**src/rtl/lsu_sq.sv**
```systemverilog
// Store queue: holds issued stores in program order until ROB commit, then drains them
// one at a time to LSU_EX, replaying the head store after D$ misses.
module lsu_sq #(
  parameter int SQ_DEPTH      = 8,
  parameter int ADDR_WIDTH    = 32,
  parameter int DATA_WIDTH    = 32,
  parameter int TAG_WIDTH     = 6,
  parameter int MHQ_TAG_WIDTH = 2
) (
  input  logic                     clk,
  input  logic                     n_rst,
  input  logic                     i_flush,
  output logic                     o_full,
  input  logic                     i_alloc_en,
  input  logic [TAG_WIDTH-1:0]     i_alloc_tag,
  input  logic [ADDR_WIDTH-1:0]    i_alloc_addr,
  input  logic [DATA_WIDTH-1:0]    i_alloc_data,
  input  logic [3:0]               i_alloc_lsu_func,
  input  logic                     i_rob_retire_en,
  input  logic [TAG_WIDTH-1:0]     i_rob_retire_tag,
  input  logic                     i_retire_stall,
  output logic                     o_retire_en,
  output logic [ADDR_WIDTH-1:0]    o_retire_addr,
  output logic [DATA_WIDTH-1:0]    o_retire_data,
  output logic [3:0]               o_retire_lsu_func,
  output logic [TAG_WIDTH-1:0]     o_retire_tag,
  input  logic                     i_update_sq_en,
  input  logic                     i_update_sq_replay,
  input  logic                     i_update_sq_retry,
  input  logic [MHQ_TAG_WIDTH-1:0] i_update_sq_mhq_tag,
  input  logic                     i_mhq_fill,
  input  logic [MHQ_TAG_WIDTH-1:0] i_mhq_fill_tag,
  output logic                     o_sq_retire_en,
  output logic [ADDR_WIDTH-1:0]    o_sq_retire_addr,
  output logic [3:0]               o_sq_retire_lsu_func
);
  // state     | meaning
  // S_IDLE    | head entry not yet known to be committed
  // S_READY   | head committed, launch when LSU_EX not stalled
  // S_LAUNCHED| head store in flight, waiting for LSU_EX result
  // S_WAIT_FILL| head missed, waiting for MHQ fill before replay
  localparam int SQ_TAG_WIDTH = $clog2(SQ_DEPTH);
  localparam int PTR_W        = SQ_TAG_WIDTH + 1;

  typedef enum logic [1:0] {S_IDLE, S_READY, S_LAUNCHED, S_WAIT_FILL} state_t;

  state_t                     state, state_nxt;
  logic [PTR_W-1:0]           head, commit, tail, commit_nxt;
  logic [SQ_TAG_WIDTH-1:0]    head_idx, tail_idx, commit_idx;
  logic [ADDR_WIDTH-1:0]      addr_q [SQ_DEPTH];
  logic [DATA_WIDTH-1:0]      data_q [SQ_DEPTH];
  logic [3:0]                 func_q [SQ_DEPTH];
  logic [TAG_WIDTH-1:0]       tag_q  [SQ_DEPTH];
  logic                       wait_retry;
  logic [MHQ_TAG_WIDTH-1:0]   wait_tag;
  logic                       launch, done, alloc_ok, latch_wait;

  assign head_idx   = head[SQ_TAG_WIDTH-1:0];
  assign tail_idx   = tail[SQ_TAG_WIDTH-1:0];
  assign commit_idx = commit[SQ_TAG_WIDTH-1:0];
  assign o_full     = (tail - head) == PTR_W'(SQ_DEPTH);
  assign alloc_ok   = i_alloc_en && !o_full && !i_flush;
  assign commit_nxt = commit + PTR_W'(i_rob_retire_en);

  always_ff @(posedge clk or negedge n_rst) begin
    if (!n_rst) begin
      head   <= '0;
      commit <= '0;
      tail   <= '0;
    end else begin
      commit <= commit_nxt;
      // flush keeps only the committed prefix, including a commit arriving this cycle
      if (i_flush)
        tail <= commit_nxt;
      else if (alloc_ok)
        tail <= tail + PTR_W'(1);
      if (done)
        head <= head + PTR_W'(1);
    end
  end

  always_ff @(posedge clk) begin
    if (alloc_ok) begin
      addr_q[tail_idx] <= i_alloc_addr;
      data_q[tail_idx] <= i_alloc_data;
      func_q[tail_idx] <= i_alloc_lsu_func;
      tag_q[tail_idx]  <= i_alloc_tag;
    end
  end

  always_comb begin
    state_nxt  = state;
    launch     = 1'b0;
    done       = 1'b0;
    latch_wait = 1'b0;
    case (state)
      S_IDLE:
        if (head != commit)
          state_nxt = S_READY;
      S_READY:
        if (!i_retire_stall) begin
          launch    = 1'b1;
          state_nxt = S_LAUNCHED;
        end
      S_LAUNCHED:
        if (i_update_sq_en) begin
          if (!i_update_sq_replay) begin
            done      = 1'b1;
            state_nxt = S_IDLE;
          end else if (i_mhq_fill &&
                       (i_update_sq_retry || i_mhq_fill_tag == i_update_sq_mhq_tag)) begin
            state_nxt = S_READY;
          end else begin
            latch_wait = 1'b1;
            state_nxt  = S_WAIT_FILL;
          end
        end
      S_WAIT_FILL:
        if (i_mhq_fill && (wait_retry || i_mhq_fill_tag == wait_tag))
          state_nxt = S_READY;
      default:
        state_nxt = S_IDLE;
    endcase
  end

  always_ff @(posedge clk or negedge n_rst) begin
    if (!n_rst) begin
      state                <= S_IDLE;
      wait_retry           <= 1'b0;
      wait_tag             <= '0;
      o_sq_retire_en       <= 1'b0;
      o_sq_retire_addr     <= '0;
      o_sq_retire_lsu_func <= '0;
    end else begin
      state <= state_nxt;
      if (latch_wait) begin
        wait_retry <= i_update_sq_retry;
        wait_tag   <= i_update_sq_mhq_tag;
      end
      o_sq_retire_en       <= done;
      o_sq_retire_addr     <= done ? addr_q[head_idx] : '0;
      o_sq_retire_lsu_func <= done ? func_q[head_idx] : '0;
    end
  end

  assign o_retire_en       = launch;
  assign o_retire_addr     = launch ? addr_q[head_idx] : '0;
  assign o_retire_data     = launch ? data_q[head_idx] : '0;
  assign o_retire_lsu_func = launch ? func_q[head_idx] : '0;
  assign o_retire_tag      = launch ? tag_q[head_idx]  : '0;

  // the ROB commits stores strictly in allocation order
  a_commit_order: assert property (@(posedge clk) disable iff (!n_rst)
    i_rob_retire_en |-> i_rob_retire_tag == tag_q[commit_idx]);

endmodule

```
**config.mk**
```make
export PLATFORM = sky130hd
export DESIGN_NAME = lsu_sq
export DESIGN_NICKNAME = d
export VERILOG_FILES = /design/src/rtl/lsu_sq.sv
export SDC_FILE = /design/constraint.sdc
export NUM_CORES = 1
export LEC_CHECK = 0
export CAP_MARGIN = 40
export CORE_MARGIN = 8
export CORE_UTILIZATION = 50
export CTS_CLUSTER_DIAMETER = 200
export CTS_CLUSTER_SIZE = 12
export DETAILED_ROUTE_END_ITERATION = 8
export PLACE_DENSITY = 0.7
export SYNTH_ARGS = -nofsm -noshare
export SYNTH_HDL_FRONTEND = slang
export SYNTH_SLANG_ARGS = --single-unit
```
**constraint.sdc**
```tcl
create_clock -name clk -period 12.8 [get_ports clk]
set_input_delay 2.56 -clock clk [delete_from_list [all_inputs] [get_ports clk]]
set_output_delay 2.56 -clock clk [all_outputs]
set_load 0.01 [all_outputs]
```
==> reports/results.ini, run 1 <==
[clock_tree]
cts_tree = done
ctsHoldBuffers = 0
post_cts_buffers = 0
cts_made_buffers = 59
insertion_delay_ns = 0.61
htreeDepth = 2
cts_buffer_depth = 3
ctsRootBufferMaster = clkbuf_16
cts_resized = 0
cts_sinks = 646
cts.clk_slew.worst_paths_ns = 0.06

[placement]
globalplace.congestion = 0.737
place_ws_ns = 5.64
port-buffer-count = 200
dp_hpwl_um = 28300

[worst_setup_path]
cp-start-kind = primary input
worst_ep_arrival_time_ns = 4.58
worst_path_most_repeated_cell = clkdlybuf4s50_1
crit_required_ns = 10.24
path_max_fanout = 49
r2r-start = head[0]
crit_chain = clkdlybuf4s50_1 > nand2b_4 > buf_4 > buf_16 > a21oi_1 > clkdlybuf4s50_1
cp_slowest_cell = clkdlybuf4s50_1
startpoint = i_retire_stall
slowest_delay_ns = 0.62
worst_setup_path_end_kind = primary output
path_class = primary input to primary output

[yosys]
synth_area_sq_um = 24600
yosysTopAreaCell = edfxtp_1
synthTopCellsByCount = 592 x edfxtp_1, 148 x mux4_2, 84 x nand2_1
post-synth-top-count-cell = edfxtp_1
synth-edff-count = 592
synth.net_count = 1284
synth_top_area_share_pct = 72.4
synth.avg_cell_area_sq_um = 20.8
synth_cells = 1179
synth-compound-area-share_pct = 1.14
yosysUniqueCellTypes = 38
ys_async_sr_fraction_pct = 8.36
synthMuxAreaShare_pct = 15.4
synth_adder_area_share_pct = 0.561
synth_ff_type = edfxtp_1
synth-seq-area-share_pct = 77.9
yosys_warnings = 0
synthSimpleGateAreaFrac_pct = 3.27
synth_top_family_by_area = multiplexers
yosys-top-cells-area = edfxtp_1 72%, mux4_2 14%, dfrtp_1 5.5%
synth_xor_area_share_pct = 0.571
ys_ff_latch = 646

[sta]
fmax_mhz = 140
hold_violations = 0
setup_ws_ns = 5.66
tightest_slew_ns = 0.914
final.setup.tns_ns = 0
worst_slew_margin_rel_pct = 39.1
setup_viol = 0
period_minus_slack_ns = 7.14
finalClockSkew_ns = 0.0178
post-route-period-util_pct = 55.8
drv_slew = 0
rsz0062_at_grt = no

[floorplan]
die_h_um = 238
core_sq_um = 48700
start_util_pct = 50.4
num_rows = 81
dieArea_sq_um = 56400
die_x_um = 238
io_pins = 207

[drt]
routed_wl_um = 50300
via_per_inst = 5.58
routedWlPerCell_um = 23.9
drt-initial-drc-count = 751
ant_nets = 0
drc = 0
num_vias = 11800
dr.pass1.iters = 5

[run]
drv_cap = 0

[finish]
area_growth_pct = 18.9
nNetsFinal = 1512
drive_gt1_share_pct = 17.9

[global_routing]
grt_overflow_total = 0
first_global_vias = 12500
grt_pass1_wl_um = 76700
antenna_found_initial = 7
grt_max_degree = 105
grt_usage_pct = 18.0

[power]
ir_drop_mv = 0.164
p_leak_uw = 0.00970
power_density_nw_per_um2 = 200

[min_path]
hold_class = flop to flop
hp-start = commit[3]

[status]
status = complete, no violations

==> routing by layer <==
layer  share of wire [%]  global-route usage, %  vias to the layer above
met5                0.14                      0                        -
met4                 1.8                   4.25                       12
met3                 6.4                   4.68                       80
met2                  50                   30.0                      329
met1                  42                   23.7                     6160
li1                    -                      -                     5179
==> area by class of cell <==
cell class	count	area [sq um]
fill	3523	19600
sequential	646	19100
multi-input combinational	463	5180
timing repair buffer	228	2320
clock buffer	96	1660
tap	664	831
inverter	9	36.3
clock inverter	2	23.8
antenna	1	2.50
==> placed cells by master (no fill, tap or decap), drive strengths merged, types with 4 or more instances in the layout <==
| cell | Yosys | layout |
|---|---|---|
| mux2 | 6 | 6 |
| mux4 | 148 | 148 |
| ha | 11 | 11 |
| xor2 | 5 | 5 |
| buf | 25 | 29 |
| clkbuf | 36 | 96 |
| inv | 8 | 10 |
| edfxtp | 592 | 592 |
| nor2 | 78 | 78 |
| clkdlybuf4s50 | 0 | 199 |
| nand2 | 84 | 84 |
| o21ai | 8 | 8 |
| a21oi | 40 | 40 |
| dfrtp | 54 | 54 |
| nand2b | 4 | 4 |
| nor3 | 4 | 4 |
| mux2i | 37 | 37 |
| nand3 | 4 | 4 |
| xnor2 | 11 | 11 |
==> worst paths after layout <==
kind                                        end  slack (ns)  depth (start not counted)
max in group asynchronous               head[1]       10.12                          2
min in group asynchronous  o_sq_retire_addr[27]        2.11                          2
max                            o_retire_data[4]        5.66                          6
max reg2reg                         tag_q[5][4]        7.56                         10
min reg2reg                           commit[3]        0.52                          1
min                                   commit[3]        0.52                          1
==> state kept, by name (all words and copies together), names as in the netlist <==
signal,flops
func_q,32
o_sq_retire_addr,32
wait_tag,2
o_sq_retire_lsu_func,4
state,2
head,4
wait_retry,1
o_sq_retire_en,1
commit,4
tail,4
tag_q,48
addr_q,256
data_q,256
==> where the power goes <==
group	internal, uW	leakage, uW	total [uW]	switching, uW
Combinational	804	0.00283	1650	850
Sequential	2500	0.00606	2590	82.1
Clock	876	0.000804	1590	711
Total	4180	0.00970	5830	1640
==> cells by family (layout without fill, tap and decap cells) <==
kind of cell / after synthesis / count (layout)
and+or+nand+nor: 192 / 192
DFF: 646 / 646
adders and majority gates: 11 / 11
xor gates and xnor gates: 16 / 16
buffers and inverters: 70 / 335
muxes: 191 / 191
AOI/OAI and AO/OA: 53 / 53
other: 0 / 1
==> stage by stage <==
step / instance area, sq um / utilization, % / hold WS (ns) / cells / power (uW)
after floorplan: 24600 / - / 0.475 / 1179 / 3740
final: 29200 / 59.9 / 0.521 / 2109 / 5830
after CTS: 29200 / 59.9 / 0.521 / 2108 / 5920
after detailed placement: 27500 / 56.4 / 0.509 / 2010 / 4330
after global placement: 27400 / 56.1 / 0.494 / 2004 / 4260
after global routing: 29200 / 59.9 / 0.560 / 2108 / 6120
==> worst max-delay path, delay by kind of cell <==
family                 cells  cell delay, ns
buffers and inverters      4            1.49
AOI/OAI and AO/OA          1            0.33
and+or+nand+nor            1            0.14
(Power assumes the default switching activity.)
==> run 2: changes to the inputs <==
==> constraint.sdc (replaced) <==
create_clock -name clk -period 7.18 [get_ports clk]
set_input_delay 1.436 -clock clk [delete_from_list [all_inputs] [get_ports clk]]
set_output_delay 1.436 -clock clk [all_outputs]
set_load 0.01 [all_outputs]
==> run 2 against run 1 <==
Compared with the run above:
- setup slack worse by 3.6 ns
- hold slack worse by 0.017 ns
- die area unchanged
- first-iteration DRC count up 35%
- clock power up 75%
- power up 77%
- via count down 0.49%
- critical path type is now flop to primary output
- largest cell class unchanged
- highest routed layer unchanged
==> reports/results.ini, run 2 (synthesized netlist as in run 1, its figures left out) <==
[status]
status = complete, no violations  ; unchanged

[sta]
worst_slew_margin_rel_pct = 42.0  ; was 39.1%
tightest_slew_ns = 0.871  ; was 0.914 ns
final.setup.tns_ns = 0  ; unchanged
setup_viol = 0  ; unchanged
post-route-period-util_pct = 71.9
hold_violations = 0  ; unchanged
finalClockSkew_ns = 0.00905  ; was 0.0178 ns
fmax_mhz = 194
drv_slew = 0  ; unchanged
period_minus_slack_ns = 5.16
rsz0062_at_grt = no  ; unchanged

[drt]
num_vias = 11700  ; was 11800
ant_nets = 0  ; unchanged
drt-initial-drc-count = 1014  ; was 751
dr.pass1.iters = 7  ; was 5
via_per_inst = 5.56  ; was 5.58
drc = 0  ; unchanged
routed_wl_um = 50100  ; was 50300 um
routedWlPerCell_um = 23.8  ; was 23.9 um

[placement]
port-buffer-count = 200  ; unchanged
globalplace.congestion = 0.730  ; was 0.737
dp_hpwl_um = 28500  ; was 28300 um

[finish]
nNetsFinal = 1517  ; was 1512
drive_gt1_share_pct = 18.3  ; was 17.9%
regArea_sq_um = 19100  ; unchanged
fillCellCount = 3471  ; was 3523
final_common_cell = edfxtp_1  ; unchanged
final_core_util_pct = 60.0  ; was 59.9%
mostFrequentLayoutCells = 592 x edfxtp_1, 199 x clkdlybuf4s50_1, 148 x mux4_2  ; unchanged
area_growth_pct = 19.1  ; was 18.9%
reg_top3 = addr_q: 256 flops, data_q: 256 flops, tag_q: 48 flops  ; unchanged
multi_input_area_sq_um = 5210  ; was 5180 sq um

[floorplan]
start_util_pct = 50.4  ; unchanged
die_h_um = 238  ; unchanged
core_sq_um = 48700  ; unchanged
dieArea_sq_um = 56400  ; unchanged
die_x_um = 238  ; unchanged
num_rows = 81  ; unchanged
io_pins = 207  ; unchanged

[clock_tree]
cts_buffer_depth = 3  ; unchanged
htreeDepth = 2  ; unchanged
insertion_delay_ns = 0.60  ; was 0.61 ns
cts.clk_slew.worst_paths_ns = 0.06  ; about the same
cts_resized = 0  ; unchanged
cts_tree = done  ; unchanged
post_cts_buffers = 0  ; unchanged
ctsRootBufferMaster = clkbuf_16  ; unchanged
cts_sinks = 646  ; unchanged
ctsHoldBuffers = 0  ; unchanged
cts_made_buffers = 59  ; unchanged

[worst_setup_path]
path_max_fanout = 46  ; was 49
worst_setup_path_end_kind = primary output  ; unchanged
path_class = flop to primary output  ; was primary input to primary output
crit_required_ns = 5.74  ; was 10.24 ns
cp-start-kind = flop  ; was primary input
worst_ep_arrival_time_ns = 3.72  ; was 4.58 ns

[global_routing]
first_global_vias = 12500  ; about the same
grt_pass1_wl_um = 76500  ; was 76700 um
grt_usage_pct = 17.8  ; was 18.0%
antenna_found_initial = 4  ; was 7
grt_overflow_total = 0  ; unchanged
grt_max_degree = 63  ; was 105

[power]
power_density_nw_per_um2 = 353  ; was 200 nW/um^2
ir_drop_mv = 0.243  ; was 0.164 mV
p_total_uw = 10300  ; was 5830 uW
p_leak_uw = 0.00972  ; was 0.00970 uW

[run]
drv_cap = 0  ; unchanged

[min_path]
hold_class = flop to flop  ; unchanged

==> run 2: critical path, stage by stage, from the launching register on <==
cell	delay, ns
dfrtp_4	0.90
buf_4	0.66
buf_12	0.29
mux4_2	0.22
nand2_1	0.05
a21oi_1	0.35
clkdlybuf4s50_1	0.63
==> run 2: worst paths after layout <==
path / from / to / slack, ns / cells after the start
worst min register to register: wait_retry / wait_retry / 0.50 / 1
max in group asynchronous: n_rst / head[0] / 5.64 / 2
min in group asynchronous: n_rst / o_sq_retire_addr[30] / 0.99 / 2
worst max-delay path: head[1] / o_retire_data[19] / 2.02 / 6
worst max register to register: head[1] / data_q[4][8] / 3.02 / 8
worst min-delay path: wait_retry / wait_retry / 0.50 / 1
==> run 2: final cells by class <==
cell class / instances / area share [%]
Multi-Input combinational cell: 463 / 17.8
Inverter: 9 / 0.124
Antenna cell: 1 / 0.00856
Clock inverter: 1 / 0.0128
Timing Repair Buffer: 233 / 8.22
Sequential cell: 646 / 65.4
Tap cell: 664 / 2.84
Clock buffer: 86 / 5.54
==> run 2: layer usage <==
layer / vias to the layer above / global-route usage [%] / routed length (um)
li1: 5168 / - / -
met5: - / 0 / 52
met1: 6164 / 23.2 / 20900
met3: 60 / 3.74 / 2860
met4: 6 / 4.47 / 852
met2: 304 / 30.5 / 25400
==> run 2: per-stage QoR <==
step                      area, sq um  worst slack, ns  hold WS [ns]  std cells
after CTS                       29200             1.92         0.506       2102
after detailed placement        27600             2.04         0.492       2015
final                           29200             2.02         0.504       2103
after floorplan                 24600           0.0229         0.475       1179
after global routing            29200             1.81         0.515       2103
after global placement          27500             2.09         0.487       2009
==> run 2: power breakdown <==
part	switching, uW	internal [uW]	total (uW)	leakage, uW
clock network	1240	1530	2780	0.000783
registers	201	4460	4660	0.00606
logic	1470	1430	2900	0.00288
==> run 3: changes to the inputs <==
==> constraint.sdc (replaced) <==
create_clock -name clk -period 5.3 [get_ports clk]
set_input_delay 1.06 -clock clk [delete_from_list [all_inputs] [get_ports clk]]
set_output_delay 1.06 -clock clk [all_outputs]
set_load 0.01 [all_outputs]
==> run 3 against run 2 <==
Compared with the run above:
- clock skew grew 0.015 ns
- combinational power increased by 35%
- via count grew 0.38%
- sequential share of layout area up 0.17 points
- sequential power up 35%
- power grew 35%
- cell area fell by 0.27%
- setup slack got worse by 1.2 ns
- flip-flop and latch count unchanged
- largest cell class unchanged
==> reports/results.ini, run 3 (synthesized netlist as in run 1, its figures left out) <==
[placement]
dp_hpwl_um = 27300  ; was 28500 um
port-buffer-count = 200  ; unchanged
globalplace.congestion = 0.713  ; was 0.730
place_inst = 2008  ; was 2015

[sta]
drv_slew = 0  ; unchanged
post-route-period-util_pct = 84.7
fmax_mhz = 223
worst_slew_margin_rel_pct = 44.6  ; was 42.0%
period_minus_slack_ns = 4.49
hold_violations = 0  ; unchanged
rsz0062_at_grt = no  ; unchanged
setup_viol = 0  ; unchanged
finalClockSkew_ns = 0.0242  ; was 0.00905 ns
final.setup.tns_ns = 0  ; unchanged
tightest_slew_ns = 0.832  ; was 0.871 ns

[finish]
nNetsFinal = 1510  ; was 1517
mostFrequentLayoutCells = 592 x edfxtp_1, 199 x clkdlybuf4s50_1, 148 x mux4_2  ; unchanged
final_cells = 2108  ; was 2103
final_common_cell = edfxtp_1  ; unchanged
drive_gt1_share_pct = 17.8  ; was 18.3%
reg_top3 = addr_q: 256 flops, data_q: 256 flops, tag_q: 48 flops  ; unchanged
area_growth_pct = 18.8  ; was 19.1%

[run]
drv_cap = 0  ; unchanged

[drt]
ant_nets = 0  ; unchanged
num_vias = 11700  ; about the same
via_per_inst = 5.57  ; was 5.56
routed_wl_um = 50400  ; was 50100 um
routedWlPerCell_um = 23.9  ; was 23.8 um
drt-initial-drc-count = 939  ; was 1014
dr.pass1.iters = 5  ; was 7
drc = 0  ; unchanged

[global_routing]
grt_overflow_total = 0  ; unchanged
grt_pass1_wl_um = 76600  ; was 76500 um
grt_usage_pct = 17.9  ; was 17.8%
grt_max_degree = 121  ; was 63
antenna_found_initial = 7  ; was 4
first_global_vias = 12400  ; was 12500

[floorplan]
core_sq_um = 48700  ; unchanged
num_rows = 81  ; unchanged
start_util_pct = 50.4  ; unchanged
die_h_um = 238  ; unchanged
die_x_um = 238  ; unchanged
dieArea_sq_um = 56400  ; unchanged
io_pins = 207  ; unchanged

[clock_tree]
htreeDepth = 2  ; unchanged
ctsHoldBuffers = 0  ; unchanged
cts_resized = 0  ; unchanged
cts_tree = done  ; unchanged
ctsRootBufferMaster = clkbuf_16  ; unchanged
cts.clk_slew.worst_paths_ns = 0.06  ; about the same
cts_made_buffers = 59  ; unchanged
insertion_delay_ns = 0.61  ; was 0.60 ns
cts_buffer_depth = 3  ; unchanged
cts_sinks = 646  ; unchanged
post_cts_buffers = 0  ; unchanged

[worst_setup_path]
path_max_fanout = 120  ; was 46
worst_ep_arrival_time_ns = 3.43  ; was 3.72 ns
path_class = flop to primary output  ; unchanged
worst_setup_path_end_kind = primary output  ; unchanged
cp_slowest_cell = dfrtp_4  ; unchanged
cp-start-kind = flop  ; unchanged
slowest_delay_ns = 0.76  ; was 0.90 ns
crit_chain = buf_12 > mux4_2 > nand2_1 > a21oi_1 > clkdlybuf4s50_1  ; was buf_4 > buf_12 > mux4_2 > nand2_1 > a21oi_1 > clkdlybuf4s50_1
crit_required_ns = 4.24  ; was 5.74 ns

[power]
p_total_uw = 14000  ; was 10300 uW
p_leak_uw = 0.00968  ; was 0.00972 uW
power_density_nw_per_um2 = 479  ; was 353 nW/um^2
ir_drop_mv = 0.381  ; was 0.243 mV

[status]
status = complete, no violations  ; unchanged

[min_path]
hold_class = flop to flop  ; unchanged

[run 3: worst max-delay path, delay by kind of cell (launching register included)]
family	cells	cell delay (ns)
and+or+nand+nor	1	0.05
DFF	1	0.76
buffers and inverters	2	1.29
AOI/OAI and AO/OA	1	0.37
muxes	1	0.33
[run 3: final cells by class]
| cell class | count | area, sq um |
|---|---|---|
| inverter | 9 | 36.3 |
| tap | 664 | 831 |
| multi-input combinational | 463 | 5210 |
| clock buffer | 95 | 1610 |
| timing repair buffer | 226 | 2300 |
| sequential | 646 | 19100 |
| clock inverter | 3 | 32.5 |
| antenna | 2 | 5.00 |
| fill | 3537 | 19600 |
[run 3: final timing paths]
check / startpoint / endpoint / slack (ns) / depth (start not counted)
max: head[1] / o_retire_data[31] / 0.81 / 5
min: wait_retry / wait_retry / 0.50 / 1
max reg2reg: head[2] / addr_q[5][27] / 1.32 / 8
min reg2reg: wait_retry / wait_retry / 0.50 / 1
max in group asynchronous: n_rst / head[1] / 4.13 / 2
min in group asynchronous: n_rst / o_sq_retire_addr[2] / 0.62 / 2
[run 3: through the flow]
step | instance area, sq um | worst slack, ns | util [%] | hold slack [ns]
3_3_place_gp | 27500 | 1.09 | 56.4 | 0.484
4_1_cts | 29200 | 0.711 | 59.8 | 0.505
5_1_grt | 29200 | 0.632 | 59.8 | 0.522
3_5_place_dp | 27500 | 1.07 | 56.5 | 0.490
2_1_floorplan | 24600 | -0.589 | - | 0.475
6_report | 29200 | 0.813 | 59.8 | 0.503
[run 3: metal layers]
layer	GRT usage [%]	part of all wire [%]	up-vias
li1	-	-	5172
met3	4.05	6.1	70
met4	4.16	1.7	10
met1	23.5	42	6154
met5	0	0.12	-
met2	30.3	50	341
[run 3: power breakdown]
part	internal [uW]	switching [uW]	leakage [uW]
registers	6040	251	0.00606
clock network	2060	1710	0.000785
logic	1910	2010	0.00283
